File: src/rtl/inst_dispatch_ctrl_if.sv
// Instruction dispatch bus: command FIFO pop side, decoder word, alpha strobe,
// rasterizer handshake and status, seen from the controller (slave) or its environment (master).
interface inst_dispatch_ctrl_if #(
  parameter int DATA_W = 82
);
  logic              run;
  logic              fifo_empty;
  logic [DATA_W-1:0] fifo_rdata;
  logic              fifo_ren;
  logic [DATA_W-1:0] inst_reg;
  logic              alpha_wen;
  logic              draw_start;
  logic              draw_tri;
  logic              draw_done;
  logic              busy;
  logic [15:0]       inst_count;
  logic              err;

  modport slave (
    input  run, fifo_empty, fifo_rdata, draw_done,
    output fifo_ren, inst_reg, alpha_wen, draw_start, draw_tri, busy, inst_count, err
  );

  modport master (
    output run, fifo_empty, fifo_rdata, draw_done,
    input  fifo_ren, inst_reg, alpha_wen, draw_start, draw_tri, busy, inst_count, err
  );
endinterface

File: src/rtl/inst_dispatch_ctrl.sv
// Pops one instruction word at a time, holds it for the decoder and dispatches it
// as an alpha write or a rasterizer draw, with an issue counter and a draw watchdog.
module inst_dispatch_ctrl #(
  parameter int DATA_W  = 82,
  parameter int TIMEOUT = 4096
) (
  input  logic                 clk,
  input  logic                 n_rst,
  inst_dispatch_ctrl_if.slave  bus
);

  typedef enum logic [2:0] {
    IDLE      = 3'd0,
    POP       = 3'd1,
    LATCH     = 3'd2,
    DECODE    = 3'd3,
    ALPHA     = 3'd4,
    ISSUE     = 3'd5,
    WAIT_DRAW = 3'd6
  } state_t;

  localparam int              WD_W    = $clog2(TIMEOUT) + 1;
  // Last WAIT_DRAW cycle: the counter is about to reach TIMEOUT-1.
  localparam logic [WD_W-1:0] WD_LAST = WD_W'(TIMEOUT - 2);

  state_t            state_r;
  state_t            state_s;
  logic              timeout_s;
  logic [WD_W-1:0]   wd_cnt_r;
  logic [DATA_W-1:0] inst_reg_r;
  logic              fifo_ren_r;
  logic              alpha_wen_r;
  logic              draw_start_r;
  logic              draw_tri_r;
  logic              busy_r;
  logic              err_r;
  logic [15:0]       inst_count_r;

  // State register.
  always_ff @(posedge clk or negedge n_rst) begin
    if (!n_rst) begin
      state_r <= IDLE;
    end else begin
      state_r <= state_s;
    end
  end

  // Next-state logic and watchdog expiry detection.
  always_comb begin
    state_s   = state_r;
    timeout_s = 1'b0;
    case (state_r)
      IDLE: begin
        if (bus.run && !bus.fifo_empty && !err_r) begin
          state_s = POP;
        end else begin
          state_s = IDLE;
        end
      end
      POP:    state_s = LATCH;
      LATCH:  state_s = DECODE;
      DECODE: begin
        if (inst_reg_r[0]) begin
          state_s = ALPHA;
        end else begin
          state_s = ISSUE;
        end
      end
      ALPHA:  state_s = IDLE;
      ISSUE:  state_s = WAIT_DRAW;
      WAIT_DRAW: begin
        if (bus.draw_done) begin
          state_s = IDLE;
        end else if (wd_cnt_r == WD_LAST) begin
          state_s   = IDLE;
          timeout_s = 1'b1;
        end else begin
          state_s = WAIT_DRAW;
        end
      end
      default: state_s = IDLE;
    endcase
  end

  // Moore strobes registered from the next state so they line up with the state itself.
  always_ff @(posedge clk or negedge n_rst) begin
    if (!n_rst) begin
      fifo_ren_r   <= 1'b0;
      alpha_wen_r  <= 1'b0;
      draw_start_r <= 1'b0;
      busy_r       <= 1'b0;
    end else begin
      fifo_ren_r   <= (state_s == POP);
      alpha_wen_r  <= (state_s == ALPHA);
      draw_start_r <= (state_s == ISSUE);
      busy_r       <= (state_s != IDLE);
    end
  end

  // Instruction word hold register and triangle flag for the rasterizer.
  always_ff @(posedge clk or negedge n_rst) begin
    if (!n_rst) begin
      inst_reg_r <= '0;
      draw_tri_r <= 1'b0;
    end else begin
      if (state_r == LATCH) begin
        inst_reg_r <= bus.fifo_rdata;
      end
      if ((state_r == DECODE) && !inst_reg_r[0]) begin
        draw_tri_r <= inst_reg_r[1];
      end
    end
  end

  // Dispatch counter, wraps naturally at 16 bits.
  always_ff @(posedge clk or negedge n_rst) begin
    if (!n_rst) begin
      inst_count_r <= 16'd0;
    end else if ((state_r == ALPHA) || (state_r == ISSUE)) begin
      inst_count_r <= inst_count_r + 16'd1;
    end
  end

  // Draw watchdog and its sticky error flag.
  always_ff @(posedge clk or negedge n_rst) begin
    if (!n_rst) begin
      wd_cnt_r <= '0;
      err_r    <= 1'b0;
    end else begin
      if (state_r == ISSUE) begin
        wd_cnt_r <= '0;
      end else if (state_r == WAIT_DRAW) begin
        wd_cnt_r <= wd_cnt_r + WD_W'(1);
      end
      if (timeout_s) begin
        err_r <= 1'b1;
      end
    end
  end

  assign bus.fifo_ren   = fifo_ren_r;
  assign bus.inst_reg   = inst_reg_r;
  assign bus.alpha_wen  = alpha_wen_r;
  assign bus.draw_start = draw_start_r;
  assign bus.draw_tri   = draw_tri_r;
  assign bus.busy       = busy_r;
  assign bus.inst_count = inst_count_r;
  assign bus.err        = err_r;

endmodule
File: src/flat_wrapper.sv
// flat-port wrapper written by rule: the top's interface ports become plain ports
module inst_dispatch_ctrl_flat 
#(
  parameter int DATA_W  = 82,
  parameter int TIMEOUT = 4096
)
  (clk, n_rst, bus_run, bus_fifo_empty, bus_fifo_rdata, bus_draw_done, bus_fifo_ren, bus_inst_reg, bus_alpha_wen, bus_draw_start, bus_draw_tri, bus_busy, bus_inst_count, bus_err);
  inst_dispatch_ctrl_if #(.DATA_W(DATA_W)) bus_i ();
  input  logic clk;
  input  logic n_rst;
  input wire logic [$bits(bus_i.run)-1:0] bus_run;
  input wire logic [$bits(bus_i.fifo_empty)-1:0] bus_fifo_empty;
  input wire logic [$bits(bus_i.fifo_rdata)-1:0] bus_fifo_rdata;
  input wire logic [$bits(bus_i.draw_done)-1:0] bus_draw_done;
  output wire logic [$bits(bus_i.fifo_ren)-1:0] bus_fifo_ren;
  output wire logic [$bits(bus_i.inst_reg)-1:0] bus_inst_reg;
  output wire logic [$bits(bus_i.alpha_wen)-1:0] bus_alpha_wen;
  output wire logic [$bits(bus_i.draw_start)-1:0] bus_draw_start;
  output wire logic [$bits(bus_i.draw_tri)-1:0] bus_draw_tri;
  output wire logic [$bits(bus_i.busy)-1:0] bus_busy;
  output wire logic [$bits(bus_i.inst_count)-1:0] bus_inst_count;
  output wire logic [$bits(bus_i.err)-1:0] bus_err;
  assign bus_i.run = bus_run;
  assign bus_i.fifo_empty = bus_fifo_empty;
  assign bus_i.fifo_rdata = bus_fifo_rdata;
  assign bus_i.draw_done = bus_draw_done;
  assign bus_fifo_ren = bus_i.fifo_ren;
  assign bus_inst_reg = bus_i.inst_reg;
  assign bus_alpha_wen = bus_i.alpha_wen;
  assign bus_draw_start = bus_i.draw_start;
  assign bus_draw_tri = bus_i.draw_tri;
  assign bus_busy = bus_i.busy;
  assign bus_inst_count = bus_i.inst_count;
  assign bus_err = bus_i.err;
  inst_dispatch_ctrl #(.DATA_W(DATA_W), .TIMEOUT(TIMEOUT)) u_core (.clk(clk), .n_rst(n_rst), .bus(bus_i));
endmodule
File: config.mk
export PLATFORM = sky130hd
export DESIGN_NAME = inst_dispatch_ctrl_flat
export DESIGN_NICKNAME = d
export VERILOG_FILES = /design/src/rtl/inst_dispatch_ctrl_if.sv /design/src/rtl/inst_dispatch_ctrl.sv /design/src/flat_wrapper.sv
export SDC_FILE = /design/constraint.sdc
export NUM_CORES = 1
export LEC_CHECK = 0
export CORE_ASPECT_RATIO = 1.4
export CORE_UTILIZATION = 36
export DETAILED_ROUTE_END_ITERATION = 7
export GPL_TIMING_DRIVEN = 0
export PLACE_DENSITY_LB_ADDON = 0.3
export SLEW_MARGIN = 20
export SYNTH_ARGS = -nofsm -noshare
export SYNTH_HDL_FRONTEND = slang
export SYNTH_SLANG_ARGS = --single-unit
File: constraint.sdc
create_clock -name clk -period 4.2 [get_ports clk]
set_input_delay 0.42 -clock clk [delete_from_list [all_inputs] [get_ports clk]]
set_output_delay 0.42 -clock clk [all_outputs]
set_load 0.02 [all_outputs]
==> summary.txt, run 1 <==
Synthesis
  • Synth Area per Inst: 14.9 um^2
  • EDFF count, synth: 0
  • Synth unique cells: 46
  • Post-Syn Instances: 329
  • Asr flop ratio synth: 100%
  • Synthesized flop and latch total: 120
  • Post-Syn Nets: 419
  • Synth Warn #: 0
  • Sequential element share of the synthesized area: 61.4%
  • Mapped cell area: 4890 um^2
  • Top FF cell, synth: dfrtp_1

Floorplanning
  • Core region area: 13300 um^2
  • Row count: 50
  • Die Span Y: 140 um
  • Die span in x: 101 um
  • I/O Pins: 191
  • Initial Util: 36.7%
  • Die ar.: 14100 um^2

Job
  • MaxCap Viol Count: 0

Global routing
  • Largest net degree at the start of global routing: 67
  • Initial antenna violation count: 0
  • Grt ovf: 0
  • Global-route wire length before repair: 18300 um
  • Vias in the first global route: 3608
  • Total GRT Usage: 17.0%

Power and ir drop
  • Total power draw: 6090 uW
  • Max IR drop VDD: 318 uV
  • Leakage power: 0.00320 uW
  • Pwr dens: 799 nW/um^2

Detailed routing
  • Final ANT Viol Nets: 0
  • Drc violations: 0
  • Vias per cell: 4.66
  • Via count: 3424
  • First drt pass iteration count: 4
  • Final WL: 11400 um
  • DR WL/cell: 15.5 um
  • Drt initial violations: 117

Cells and area
  • Max FFs per register: 82
  • Area Growth Syn to Fin: 55.8%
  • Ratio of cells with drive above 1 in the final layout: 21.9%
  • Nets: 629
  • Commonest non-fill, non-tap cell in the layout: clkdlybuf4s50_1
  • Most frequent cells in the layout: clkdlybuf4s50_1, dfrtp_1, mux2_2, mux2_1, clkbuf_16
  • Antenna cells: 0

Clock tree
  • CTS H-Tree Depth: 4
  • Clk Latency, worst-skew pair: 0.40 ns
  • CTS buffer count: 17
  • Num Clock Sinks: 120
  • Hold-fix buffers, CTS: 0
  • Clock buffer depth: 2
  • Worst-path clk slew: 0.05 ns
  • CTS root buffer: clkbuf_16
  • Post-cts repair resize count: 0
  • CTS tree: yes
  • Post-CTS setup buffers: 0

Placement
  • Dpl hpwl: 8610 um
  • Placer Congestion: 0.799
  • # port buffers: 190

Setup path
  • Required time worst endpoint: 3.78 ns
  • Crit end category: output port
  • Startpoint types: register
  • WP data arrival: 1.53 ns
  • Crit-path slowest cell: clkdlybuf4s50_1
  • CP Class: register to output port
  • Delay-heaviest family, CP: buffers and inverters
  • Critical-path cell list: clkdlybuf4s50_1
  • Crit path buffers/inverters: 1
  • CP Max Fanout: 5
  • Crit path largest cell delay: 0.68 ns

Outcome
  • Status: finished clean

Timing
  • Endpoints failing setup: 0
  • Slew Limit Fails: 0
  • Slew headroom: 59.8%
  • FMAX: 512 MHz
  • Worst-Margin Slew: 0.603 ns
  • Crit share post-route: 46.5%
  • RSZ-0062 raised after global routing: false
  • Fin Setup TNS: 0 ns
  • Final worst path period need: 1.95 ns
  • Clk_skew: 0.00754 ns
  • Endpoints failing hold: 0

Worst hold path
  • Worst hold path class: primary input to asynchronous set/reset pin
==> worst paths after layout <==
path                                           startpoint                   endpoint  slack, ns  depth (start not counted)
worst max register to register         u_core.wd_cnt_r[0]            u_core.bus.busy       2.43                          6
worst min-delay path                                n_rst    u_core.bus.inst_reg[34]       0.01                          1
max in group asynchronous                           n_rst      u_core.bus.draw_start       3.51                          2
min in group clk                u_core.bus.inst_count[15]  u_core.bus.inst_count[15]       0.47                          1
worst min register to register  u_core.bus.inst_count[15]  u_core.bus.inst_count[15]       0.47                          1
worst max-delay path             u_core.bus.inst_count[0]          bus_inst_count[0]       2.25                          1
==> cell usage after synthesis (2+ instances only) <==
library cell | instances | area (um^2)
o21ai_0 | 6 | 30.0
nor4_4 | 2 | 42.5
xor2_1 | 6 | 52.6
dfrtp_1 | 120 | 3000
nor3_1 | 2 | 10.0
ha_1 | 3 | 37.5
nand3_1 | 9 | 45.0
inv_1 | 6 | 22.5
o211ai_1 | 4 | 30.0
o31ai_1 | 6 | 45.0
or3_1 | 2 | 12.5
nor2b_1 | 3 | 18.8
mux2_2 | 67 | 754
mux2_1 | 17 | 191
xnor2_1 | 10 | 87.6
nand2_1 | 14 | 52.6
nor2_1 | 4 | 15.0
nand4_1 | 6 | 37.5
and3_1 | 3 | 18.8
a21oi_1 | 4 | 20.0
buf_6 | 10 | 113
==> final cells by class <==
class                   count  area (um^2)
inverters                   6         22.5
well taps                 182          228
flip-flops and latches    120         3000
fillers                  1101         5700
clock buffers              20          447
clock inverters            12          126
plain buffers              13          129
repair buffers            191         1930
multi-input cells         190         1740
==> layer usage <==
metal	vias up	part of all wire, %	global-route usage, %
met2	138	52	30.0
li1	1600	-	-
met3	17	7.0	5.99
met5	-	0	0
met1	1669	40	18.6
met4	0	1.4	5.87
==> logic make-up after synthesis <==
| family | after synthesis | synth area share (%) |
|---|---|---|
| flops | 120 | 61.4 |
| mux | 85 | 19.5 |
| simple gates | 61 | 8.98 |
| compound gates | 25 | 3.40 |
| buf+inv | 19 | 3.09 |
| xor+xnor | 16 | 2.86 |
| fa+ha+maj | 3 | 0.767 |
==> metrics by stage <==
step / instances / hold slack (ns) / worst slack (ns) / area [um^2] / utilization, %
floorplan: 329 / 0.124 / 2.63 / 4890 / -
global placement: 701 / 0.465 / -1.85 / 7020 / 52.7
detailed placement: 702 / 0.458 / 2.31 / 7050 / 52.9
CTS: 734 / 0.0291 / 2.24 / 7620 / 57.2
global route: 734 / 0.0530 / 2.20 / 7620 / 57.2
finish: 734 / 0.0144 / 2.25 / 7620 / 57.2
==> power breakdown <==
group	switching (uW)	internal, uW	leakage (uW)	total, uW
Sequential	269	1640	0.00147	1910
Clock	499	885	0.000268	1380
Combinational	1280	1520	0.00147	2800
Total	2050	4040	0.00320	6090
(Power assumes the default switching activity.)
==> inputs of run 2 (changes only) <==
- clock period: 4.2 -> 1.6 ns (I/O delays scaled with it)
==> run 2 against run 1 <==
Against the previous run:
- the flow now finishes with violations (setup timing)
- via count increased by 3.8%
- clock power increased to 2.6 times the previous value
- non-clock buffer count increased by 17
- sequential cell count unchanged
- first-iteration DRC count increased by 47%
- total power increased to 3.0 times the previous value
- critical endpoint is now u_core.bus.inst_reg[12]
==> summary.txt, run 2 (same netlist as run 1, synthesis figures left out) <==
Clock tree
  • CTS H-Tree Depth: 4 (unchanged)
  • Clk Latency, worst-skew pair: 0.40 ns (about the same)
  • Clock buffer depth: 2 (unchanged)
  • Worst-path clk slew: 0.05 ns (about the same)
  • CTS root buffer: clkbuf_16
  • Num Clock Sinks: 120 (unchanged)
  • CTS buffer count: 17 (unchanged)
  • CTS tree: yes

Worst hold path
  • Worst hold path class: primary input to asynchronous set/reset pin

Cells and area
  • Nets: 646 (+2.7%)
  • Post-Layout Inst Area: 8180 um^2 (+7.2%)
  • Antenna cells: 0 (unchanged)
  • Most frequent cells in the layout: clkdlybuf4s50_1, dfrtp_1, mux2_4, mux2_2, clkbuf_16
  • Final Util: 61.4% (+4.1 points)
  • Area Growth Syn to Fin: 67.1%
  • Max FFs per register: 82 (unchanged)
  • Ratio of cells with drive above 1 in the final layout: 28.3% (+6.4 points)
  • Number of fill cells in the layout: 1020 (-7.4%)
  • Final Non-Filler Cells: 751 (+2.3%)
  • Commonest non-fill, non-tap cell in the layout: clkdlybuf4s50_1

Timing
  • FMAX: 589 MHz
  • Endpoints failing hold: 0 (unchanged)
  • Slew Limit Fails: 0 (unchanged)
  • Setup ws final: -0.0965 ns (-2.34 ns)
  • Crit share post-route: 106%
  • Final worst path period need: 1.70 ns
  • Slew headroom: 58.9% (-0.86 points)
  • Fin Setup TNS: -1.69 ns (-1.69 ns)
  • Endpoints failing setup: 42 (+42)
  • Worst-Margin Slew: 0.616 ns (+0.0129 ns)
  • RSZ-0062 raised after global routing: true
  • Clk_skew: 0.00760 ns (+0.0000634 ns)

Setup path
  • Reg2reg setup slack: -0.1 ns (-2.53 ns)
  • R2R Path Start: u_core.state_r[2]
  • Required time worst endpoint: 1.88 ns (-1.90 ns)
  • Crit path largest cell delay: 0.39 ns (-0.29 ns)
  • End of the worst register-to-register path: u_core.bus.inst_reg[12]
  • Critical-path cell list: buf_6 > nor3b_4 > buf_6 > buf_12 > buf_12 > buf_8 > mux2_4
  • WP data arrival: 1.97 ns (+0.44 ns)
  • Delay-heaviest family, CP: buffers and inverters
  • Startpoint types: register
  • CP Max Fanout: 5 (unchanged)
  • Crit end category: register
  • Crit path buffers/inverters: 5 (+4)
  • Crit-path slowest cell: dfrtp_1
  • CP Class: register to register
  • R2R cell count: 7 (+1)

Placement
  • # port buffers: 190 (unchanged)
  • Placed cells: 702 (unchanged)
  • Dpl hpwl: 8610 um (unchanged)
  • Placer Congestion: 0.799 (unchanged)
  • Placed cell area: 7050 um^2 (unchanged)

Detailed routing
  • First drt pass iteration count: 4 (unchanged)
  • Final ANT Viol Nets: 0 (unchanged)
  • Via count: 3555 (+3.8%)
  • Drt initial violations: 172 (+47%)
  • Final WL: 12800 um (+13%)
  • DR WL/cell: 17.1 um (+10%)
  • Vias per cell: 4.73 (+1.5%)
  • Drc violations: 0 (unchanged)

Floorplanning
  • Die span in x: 101 um (unchanged)
  • Die ar.: 14100 um^2 (unchanged)
  • Row count: 50 (unchanged)
  • I/O Pins: 191 (unchanged)
  • Die Span Y: 140 um (unchanged)
  • Initial Util: 36.7% (unchanged)
  • Core region area: 13300 um^2 (unchanged)

Global routing
  • Largest net degree at the start of global routing: 67 (unchanged)
  • Total GRT Usage: 18.5% (+1.5 points)
  • Grt ovf: 0 (unchanged)
  • Vias in the first global route: 3794 (+5.2%)
  • Initial antenna violation count: 0 (unchanged)
  • Global-route wire length before repair: 19800 um (+8.3%)

Job
  • MaxCap Viol Count: 0 (unchanged)

Power and ir drop
  • Leakage power: 0.00368 uW (+15%)
  • Pwr dens: 2210 nW/um^2 (+180%)
  • Max IR drop VDD: 920 uV (+190%)

Outcome
  • Status: finished, violations left
  • Failing checks: setup timing
==> run 2: cell types whose count changed in the layout (fill, tap and decap cells not counted), sizes merged <==
cell / previous run / this run
buf: 14 / 30
clkdlybuf4s50: 189 / 173
dlygate4sd2: 0 / 12
dlygate4sd3: 0 / 1
dlymetal6s2s: 0 / 4
==> run 2: layer usage <==
metal  wire length [um]  GRT usage, %  up-vias
li1                   -             -     1642
met1               5190          20.5     1767
met2               6800          33.0      135
met3                745          6.04       11
met4                111          5.87        0
met5                  0             0        -
==> run 2: final cells by class <==
| class | instances | area (um^2) | area share [%] |
|---|---|---|---|
| plain buffers | 11 | 151 | 1.85 |
| inverters | 6 | 22.5 | 0.275 |
| flip-flops and latches | 120 | 3010 | 36.8 |
| well taps | 182 | 228 | 2.79 |
| multi-input cells | 190 | 1980 | 24.2 |
| repair buffers | 210 | 2220 | 27.1 |
| clock buffers | 20 | 447 | 5.46 |
| clock inverters | 12 | 126 | 1.55 |
==> run 2: through the flow <==
step / power (uW) / hold slack, ns / worst slack (ns)
2_1_floorplan: 9190 / -0.136 / 0.0282
3_3_place_gp: 12300 / 0.465 / -4.19
3_5_place_dp: 12500 / 0.198 / -0.165
4_1_cts: 17700 / 0.343 / -0.0834
5_1_grt: 19000 / 0.358 / -0.138
6_report: 18100 / 0.335 / -0.0965
==> run 2: worst reg2reg max path, delay by kind of cell, from the launching register on <==
| kind | cells | cell delay (ns) |
|---|---|---|
| simple gates | 1 | 0.26 |
| buf+inv | 5 | 0.64 |
| mux | 1 | 0.30 |
| flops | 1 | 0.39 |
==> run 2: worst max-delay path by stage <==
| stage | from | end | cells after the start |
|---|---|---|---|
| after floorplan | u_core.state_r[2] | u_core.bus.inst_reg[12] | 5 |
| final | u_core.state_r[2] | u_core.bus.inst_reg[12] | 7 |
| after detailed placement | u_core.state_r[2] | u_core.bus.inst_reg[19] | 5 |
| after global placement | n_rst | u_core.bus.inst_reg[47] | 1 |
| after CTS | u_core.state_r[2] | u_core.bus.inst_reg[10] | 7 |
| after global routing | u_core.state_r[2] | u_core.bus.inst_reg[10] | 7 |
==> run 2: what timing repair did <==
action,CTS,global route
endpoints found under the setup margin,91,96
endpoints found under the hold margin,65,0
cloned,5,1
hold buffers,1,0
pin swaps,1,6
resized for setup,59,46
buffers inserted,11,3
==> run 2: report_power, final <==
group          internal, uW  switching (uW)
clock                  2320            1320
sequential             4320             763
combinational          5440            3900
total                 12100            5980
==> inputs of run 3 (changes only) <==
- CTS_CLUSTER_DIAMETER: unset -> 50
- SETUP_SLACK_MARGIN: unset -> 0.4
==> run 3 against run 2 <==
Against the previous run:
- the flow still finishes with violations (setup timing)
- routed wire length rose by 0.72%
- fmax is 3.2% higher
- combinational power shrank 15%
- first-iteration DRC count is 52% lower
- global-route usage decreased by 0.36 points
- sequential share of layout area grew 0.39 points
- total power decreased by 5.3%
- hold slack worse by 0.098 ns
- non-clock buffer count is 25 higher
- largest cell class unchanged
- highest routed layer unchanged
==> summary.txt, run 3 (same netlist as run 1, synthesis figures left out) <==
Timing
  • Worst-Margin Slew: 0.413 ns (-0.202 ns)
  • Slew headroom: 72.4% (+13 points)
  • Slew Limit Fails: 0 (unchanged)
  • Clk_skew: 0.00781 ns (+0.000213 ns)
  • Endpoints failing hold: 0 (unchanged)
  • Crit share post-route: 103% (-3.3 points)
  • Endpoints failing setup: 78 (+86%)
  • Final worst path period need: 1.64 ns (-0.0533 ns)
  • Setup ws final: -0.0431 ns (+0.0533 ns)
  • FMAX: 609 MHz (+3.2%)
  • RSZ-0062 raised after global routing: true

Detailed routing
  • Final ANT Viol Nets: 0 (unchanged)
  • Final WL: 12900 um (+0.72%)
  • Vias per cell: 4.75 (+0.40%)
  • DR WL/cell: 16.7 um (-2.5%)
  • Drt initial violations: 83 (-52%)
  • First drt pass iteration count: 4 (unchanged)
  • Via count: 3688 (+3.7%)
  • Drc violations: 0 (unchanged)

Global routing
  • Total GRT Usage: 18.1% (-0.36 points)
  • Initial antenna violation count: 0 (unchanged)
  • Global-route wire length before repair: 19500 um (-1.5%)
  • Vias in the first global route: 3887 (+2.5%)
  • Largest net degree at the start of global routing: 78 (+16%)
  • Grt ovf: 0 (unchanged)

Power and ir drop
  • Pwr dens: 2110 nW/um^2 (-4.7%)
  • Total power draw: 17100 uW (-5.3%)
  • Leakage power: 0.00391 uW (+6.3%)
  • Max IR drop VDD: 1430 uV (+55%)

Setup path
  • Crit-path slowest cell: dfrtp_1
  • R2R Path Start: u_core.state_r[2]
  • Critical-path cell list: buf_6 > nor3b_4 > buf_6 > buf_6 > buf_6 > buf_6 > mux2_4
  • CP startpoint: u_core.state_r[2]
  • Worst path most repeated cell: buf_6
  • Crit end category: register
  • CP Class: register to register
  • Required time worst endpoint: 1.88 ns (about the same)
  • CP Max Fanout: 5 (unchanged)
  • Crit path largest cell delay: 0.39 ns (about the same)
  • Startpoint types: register
  • WP data arrival: 1.93 ns (-0.04 ns)
  • End of the worst register-to-register path: u_core.bus.inst_reg[71]
  • Reg2reg setup slack: -0.04 ns (+0.05 ns)
  • R2R cell count: 7 (unchanged)

Floorplanning
  • Initial Util: 36.7% (unchanged)
  • Core region area: 13300 um^2 (unchanged)
  • Row count: 50 (unchanged)
  • Die Span Y: 140 um (unchanged)
  • I/O Pins: 191 (unchanged)
  • Die span in x: 101 um (unchanged)
  • Die ar.: 14100 um^2 (unchanged)

Clock tree
  • Worst-path clk slew: 0.06 ns (about the same)
  • CTS root buffer: clkbuf_16
  • Num Clock Sinks: 120 (unchanged)
  • Clk Latency, worst-skew pair: 0.40 ns (about the same)
  • CTS buffer count: 17 (unchanged)
  • CTS tree: yes
  • Clock buffer depth: 2 (unchanged)
  • CTS H-Tree Depth: 4 (unchanged)

Worst hold path
  • Worst hold path class: primary input to asynchronous set/reset pin

Cells and area
  • Commonest non-fill, non-tap cell in the layout: dfrtp_1
  • Antenna cells: 0 (unchanged)
  • Area Growth Syn to Fin: 66.0%
  • Nets: 671 (+3.9%)
  • Ratio of cells with drive above 1 in the final layout: 47.6% (+19 points)
  • Max FFs per register: 82 (unchanged)
  • Most frequent cells in the layout: dfrtp_1, clkdlybuf4s50_1, buf_2, mux2_2, buf_6

Outcome
  • Failing checks: setup timing
  • Status: finished, violations left

Placement
  • Placer Congestion: 0.812 (+1.6%)
  • Pre-CTS setup slack: -0.101 ns (+0.0634 ns)
  • Dpl hpwl: 8570 um (-0.40%)
  • # port buffers: 190 (unchanged)

Job
  • MaxCap Viol Count: 0 (unchanged)
-- run 3: cell count changes in the layout (fill, tap and decap cells not counted), sizes merged --
cell           delta
buf             +104
bufinv            +3
clkbuf            +1
clkdlybuf4s50    -88
clkinvlp          -4
dlygate4sd2      -12
dlymetal6s2s     +21
-- run 3: final cells by class --
| cell class | instances | area, um^2 |
|---|---|---|
| multi-input cells | 190 | 2040 |
| inverters | 6 | 22.5 |
| fillers | 1093 | 5200 |
| flip-flops and latches | 120 | 3020 |
| plain buffers | 13 | 146 |
| clock inverters | 11 | 194 |
| repair buffers | 233 | 2010 |
| well taps | 182 | 228 |
| clock buffers | 21 | 460 |
-- run 3: worst max path at each step --
stage | endpoint | slack [ns] | cells after the start
global route | u_core.bus.inst_count[12] | -0.10 | 7
finish | u_core.bus.inst_reg[71] | -0.04 | 7
CTS | u_core.bus.inst_reg[61] | -0.02 | 5
global placement | u_core.bus.inst_count[0] | -4.66 | 1
floorplan | u_core.bus.inst_reg[12] | 0.08 | 5
detailed placement | u_core.bus.inst_reg[61] | -0.10 | 5
-- run 3: worst max-delay path, delay by kind of cell (launching register included) --
kind,cells,cell delay [ns]
mux,1,0.30
buf+inv,5,0.59
simple gates,1,0.23
flops,1,0.39
-- run 3: repair_timing --
action,CTS,global route
hold endpoints to repair,43,0
hold buffers,1,0
pin swaps,9,18
resized for setup,353,75
gates cloned,1,0
buffers inserted,23,17
setup endpoints to repair,219,155
-- run 3: per-stage QoR --
step	cells	hold WS [ns]	util, %	cell area (um^2)	TNS (ns)
2_1_floorplan	329	-0.136	-	4960	0
3_3_place_gp	701	0.463	53.2	7090	-513.04
3_5_place_dp	702	0.108	53.4	7120	-5.83
4_1_cts	759	0.239	58.3	7770	-0.170
5_1_grt	776	0.260	61.0	8120	-6.15
6_report	776	0.237	61.0	8120	-1.72
-- run 3: per-layer routing --
metal / part of all wire [%] / track usage, % / up-vias
met1: 37 / 18.3 / 1855
met2: 56 / 34.0 / 128
met4: 2.0 / 8.24 / 0
met3: 5.1 / 4.69 / 17
li1: - / - / 1688
met5: 0 / 0 / -
-- run 3: power breakdown --
| part | internal [uW] | switching [uW] |
|---|---|---|
| Clock | 2850 | 1340 |
| Sequential | 4320 | 673 |
| Combinational | 4080 | 3840 |
